## src/rtl/cmd_frame_parser.sv

```systemverilog
// Byte-stream command frame parser: header sync, checksum, tail check and
// inter-byte timeout, emitting one registered command per good frame.
module cmd_frame_parser #(
   parameter logic [7:0] HEAD0          = 8'h55,
   parameter logic [7:0] HEAD1          = 8'hA5,
   parameter logic [7:0] TAIL           = 8'hF0,
   parameter int         TIMEOUT_CYCLES = 500000
) (
   input  logic        clk,
   input  logic        reset,
   input  logic [7:0]  rx_data,
   input  logic        rx_done,
   output logic        cmdvalid,
   output logic [7:0]  cmd_addr,
   output logic [31:0] cmd_data,
   output logic        frame_err,
   output logic        timeout_err
);

   localparam int CW =
      (TIMEOUT_CYCLES > 2) ? $clog2(TIMEOUT_CYCLES) : 1;
   // Fires on the idle cycle that would take the count to TIMEOUT_CYCLES-1
   localparam logic [CW-1:0] TLIM = CW'(TIMEOUT_CYCLES - 2);

   typedef enum logic [2:0] {
      S_H0, S_H1, S_ADDR, S_DATA, S_SUM, S_TAIL
   } state_t;

   state_t        state;
   logic [1:0]    idx;
   logic [7:0]    acc;
   logic [7:0]    sh_addr;
   logic [31:0]   sh_data;
   logic [CW-1:0] tcnt;

   always_ff @(posedge clk) begin
      if (reset) begin
         state       <= S_H0;
         idx         <= '0;
         acc         <= '0;
         sh_addr     <= '0;
         sh_data     <= '0;
         tcnt        <= '0;
         cmdvalid    <= 1'b0;
         frame_err   <= 1'b0;
         timeout_err <= 1'b0;
         cmd_addr    <= '0;
         cmd_data    <= '0;
      end else begin
         cmdvalid    <= 1'b0;
         frame_err   <= 1'b0;
         timeout_err <= 1'b0;
         if (rx_done) begin
            tcnt <= '0;
            unique case (state)
               S_H0: begin
                  if (rx_data == HEAD0) state <= S_H1;
               end
               S_H1: begin
                  if (rx_data == HEAD1) state <= S_ADDR;
                  else if (rx_data != HEAD0) state <= S_H0;
               end
               S_ADDR: begin
                  sh_addr <= rx_data;
                  acc     <= rx_data;
                  idx     <= '0;
                  state   <= S_DATA;
               end
               S_DATA: begin
                  sh_data <= {sh_data[23:0], rx_data};
                  acc     <= acc + rx_data;
                  if (idx == 2'd3) state <= S_SUM;
                  else idx <= idx + 2'd1;
               end
               S_SUM: begin
                  if (rx_data == acc) begin
                     state <= S_TAIL;
                  end else begin
                     frame_err <= 1'b1;
                     state     <= S_H0;
                  end
               end
               S_TAIL: begin
                  if (rx_data == TAIL) begin
                     cmd_addr <= sh_addr;
                     cmd_data <= sh_data;
                     cmdvalid <= 1'b1;
                  end else begin
                     frame_err <= 1'b1;
                  end
                  state <= S_H0;
               end
               default: state <= S_H0;
            endcase
         end else if (state != S_H0) begin
            if (tcnt == TLIM) begin
               timeout_err <= 1'b1;
               state       <= S_H0;
               tcnt        <= '0;
            end else begin
               tcnt <= tcnt + 1'b1;
            end
         end
      end
   end

endmodule

```

## config.mk

```make
export PLATFORM = sky130hd
export DESIGN_NAME = cmd_frame_parser
export DESIGN_NICKNAME = d
export VERILOG_FILES = /design/src/rtl/cmd_frame_parser.sv
export SDC_FILE = /design/constraint.sdc
export NUM_CORES = 1
export LEC_CHECK = 0
export BUFFER_PORTS_ARGS = -buffer_cell sky130_fd_sc_hd__buf_2
export CORE_ASPECT_RATIO = 1.75
export CORE_MARGIN = 3
export CORE_UTILIZATION = 40
export DETAILED_ROUTE_END_ITERATION = 8
export SYNTH_ARGS = -nofsm -noshare
export SYNTH_HDL_FRONTEND = slang
export SYNTH_SLANG_ARGS = --single-unit
```

## constraint.sdc

```tcl
create_clock -name clk -period 2.85 [get_ports clk]
set_input_delay 0.1425 -clock clk [delete_from_list [all_inputs] [get_ports clk]]
set_output_delay 0.1425 -clock clk [all_outputs]
set_load 0.05 [all_outputs]
```

==> results.sh <==
export IMPL_status="finished clean"
export IMPL_cts_hold_buffers_added=0
export IMPL_fp_dieW_um=91.2
export IMPL_post_synth_most_frequent_cells="sky130_fd_sc_hd__nand2_1, sky130_fd_sc_hd__dfxtp_1, sky130_fd_sc_hd__a21oi_1"
export IMPL_synth_seq_cells=115
export IMPL_viasPerCell=4.98
export IMPL_hold_violations=0
export IMPL_netlist_area_before_placement_mm2=0.00508
export IMPL_setup_worst_path_class="reg -> reg"
export IMPL_arrival_ps=2320
export IMPL_finalHoldWorstSlack_ps=47.3
export IMPL_global_route_overflow=0
export IMPL_p_per_area_mw_per_mm2=660
export IMPL_design_final_nets=651
export IMPL_synthesis_yosys_warnings=0
export IMPL_grt_pass1_wl_mm=19.2
export IMPL_postSynth_asyncResetShare=0
export IMPL_yosysSeqAreaShare=0.453
export IMPL_synth_distinct_cells=57
export IMPL_synth_area_top_cells="sky130_fd_sc_hd__dfxtp_1, sky130_fd_sc_hd__nand2_1, sky130_fd_sc_hd__a21oi_2, sky130_fd_sc_hd__a21oi_1, sky130_fd_sc_hd__nand2_2"
export IMPL_timing_critical_path_required_ps=3120
export IMPL_post_cts_resized_instances=0
export IMPL_diodes=0
export IMPL_cts_setup_buffers=0
export IMPL_post_drt_wl_per_cell_um=14.1
export IMPL_yosys_area_top_type="sky130_fd_sc_hd__dfxtp_1"
export IMPL_final_critical_path_setup_slack_ps=801
export IMPL_synthDominantCellAreaShare=0.453
export IMPL_numCtsBuffers=17
export IMPL_start_util=0.416
export IMPL_core_region_area_mm2=0.0122
export IMPL_number_of_cells_on_the_worst_reg_to_reg_path=6
export IMPL_setup_total_negative_slack_ps=0
export IMPL_clock_skew_final_ps=16.5
export IMPL_type_of_the_tightest_min_delay_check="in -> reg"
export IMPL_floorplan_io_pins=54
export IMPL_setup_violations_final=0
export IMPL_period_minus_slack_ps=2050
export IMPL_dr_pass1_iters=4
export IMPL_rsz0062_at_grt="false"
export IMPL_clkSinkCount=115
export IMPL_h_tree_levels=4
export IMPL_worstPathMaxFanout=35
export IMPL_clk_root_buffer_cell="sky130_fd_sc_hd__clkbuf_16"
export IMPL_worst_hold_startpoint="rx_data[0]"
export IMPL_area_growth_from_synthesis_to_layout_pct=17.6
export IMPL_fp_row_count=53
export IMPL_worstHoldPathCells=3
export IMPL_yosysMostFrequentCell="sky130_fd_sc_hd__nand2_1"
export IMPL_grt_antenna_before_repair=0
export IMPL_timing_critical_path_to_type="register"
export IMPL_maxSlewViolCount=0
export IMPL_clk_latency_ps=410
export IMPL_slew_headroom=0.534
export IMPL_rr_endpoint="acc[7]$_SDFFE_PP0P_"
export IMPL_syn_avg_cell_area_um2=8.62
export IMPL_worst_r2r_startpoint="state[0]$_SDFFE_PP0P_"
export IMPL_drt_initial_drc_count=223
export IMPL_vias=4022
export IMPL_preCtsSetupSlack_ps=819
export IMPL_postSynthNetCount=611
export IMPL_gp_congestion=0.791
export IMPL_die_y_um=155
export IMPL_postSynthCellCount=589
export IMPL_synth_edf_count=0
export IMPL_grt_start_max_net_pins=57
export IMPL_grt_pass1_vias=3934
export IMPL_totalWireLength_mm=11.4
export IMPL_gr_usage_all_layers=0.167
export IMPL_layout_worst_path_cycle_share=0.719
export IMPL_post_route_drc_violation_count=0
export IMPL_layout_drive_gt1_share=0.266
export IMPL_setup_reg_to_reg_worst_slack_ps=800
export IMPL_die_area_mm2=0.0141
export IMPL_hold_end="sh_data[0]$_SDFFE_PP0P_"
export IMPL_fmax_mhz=488
export IMPL_synthFlopType="sky130_fd_sc_hd__dfxtp_1"
export IMPL_cts_tree="done"
export IMPL_cts_reportedPaths_clkPinSlew_ps=60
export IMPL_count_of_max_cap_constraint_violations=0
export IMPL_cp_start_kind="register"
export IMPL_io_buffer_count=53
export IMPL_ir_worst_vdd_uv=471
export IMPL_tightest_slew_ps=698
export IMPL_cts_max_path_buffers=2
export IMPL_dp_final_hpwl_mm=7.57
export IMPL_power_static_leakage_nw=2.17
export IMPL_drt_antenna_violating_nets=0
[report_power, final]
| group | total, mW | switching, mW | internal (mW) |
|---|---|---|---|
| sequential | 1.61 | 0.000869 | 1.61 |
| combinational | 0.0828 | 0.0612 | 0.0216 |
| clock | 2.25 | 0.820 | 1.43 |
[sequential cells by signal (all words and copies together) (netlist names)]
signal       cells
cmd_data        32
sh_data         32
tcnt            19
acc              8
cmd_addr         8
sh_addr          8
state            3
idx              2
cmdvalid         1
frame_err        1
timeout_err      1
[metrics by stage]
stage / instances / power (mW) / area (um2) / util
6_report: 807 / 3.94 / 5970 / 0.489
5_1_grt: 807 / 4.06 / 5970 / 0.489
4_1_cts: 807 / 3.98 / 5970 / 0.489
3_5_place_dp: 775 / 1.73 / 5340 / 0.438
3_3_place_gp: 775 / 1.73 / 5340 / 0.438
2_1_floorplan: 589 / 1.70 / 5080 / -
[worst max path at each step]
stage	end	slack [ps]	from	cells past startpoint
after floorplan	acc[7]$_SDFFE_PP0P_	1120	acc[3]$_SDFFE_PP0P_	7
after global placement	acc[7]$_SDFFE_PP0P_	900	state[0]$_SDFFE_PP0P_	6
after detailed placement	acc[7]$_SDFFE_PP0P_	820	state[0]$_SDFFE_PP0P_	6
after CTS	acc[7]$_SDFFE_PP0P_	810	state[0]$_SDFFE_PP0P_	6
after global routing	acc[7]$_SDFFE_PP0P_	670	state[0]$_SDFFE_PP0P_	6
final	acc[7]$_SDFFE_PP0P_	800	state[0]$_SDFFE_PP0P_	6
[layout by cell type, fill, tap and decap left out, drive strengths merged, types with 4 or more instances in the layout]
master	synthesis	layout
a211oi	4	4
a21oi	87	87
and3	5	5
buf	14	57
clkbuf	22	18
dfxtp	115	115
ha	10	10
inv	5	13
nand2	186	186
nand3	10	10
nand4	11	11
nor2	36	36
nor3	7	7
nor3b	5	5
nor4	4	4
o21ai	5	5
xnor2	7	7
xor2	15	15
[critical path, stage by stage (launching register included)]
cell	delay, ps
sky130_fd_sc_hd__dfxtp_1	580
sky130_fd_sc_hd__and3b_1	460
sky130_fd_sc_hd__and2_4	440
sky130_fd_sc_hd__nand3_1	120
sky130_fd_sc_hd__o21ai_1	80
sky130_fd_sc_hd__mux2_2	160
sky130_fd_sc_hd__nor4_2	40
[cells by family after synthesis]
group,Yosys count,share of synthesized area
simple gates,283,0.268
buf+inv,41,0.0535
fa+ha+maj,11,0.0286
flops,115,0.453
compound gates,114,0.153
mux,3,0.00616
xor+xnor,22,0.0380
[cell type report]
cell class / count / area (um2)
inverters: 5 / 18.8
well taps: 165 / 206
clock inverters: 14 / 189
clock buffers: 18 / 439
flip-flops and latches: 115 / 2300
repair buffers: 57 / 310
fillers: 1218 / 6230
multi-input cells: 433 / 2500
[layer usage]
layer	routed length, um	vias to the layer above	global-route usage
li1	-	2057	-
met1	5080	1885	0.202
met2	5780	66	0.280
met3	321	14	0.0368
met4	182	0	0.0784
met5	0	-	0
Power figures use the tool's default switching activity.
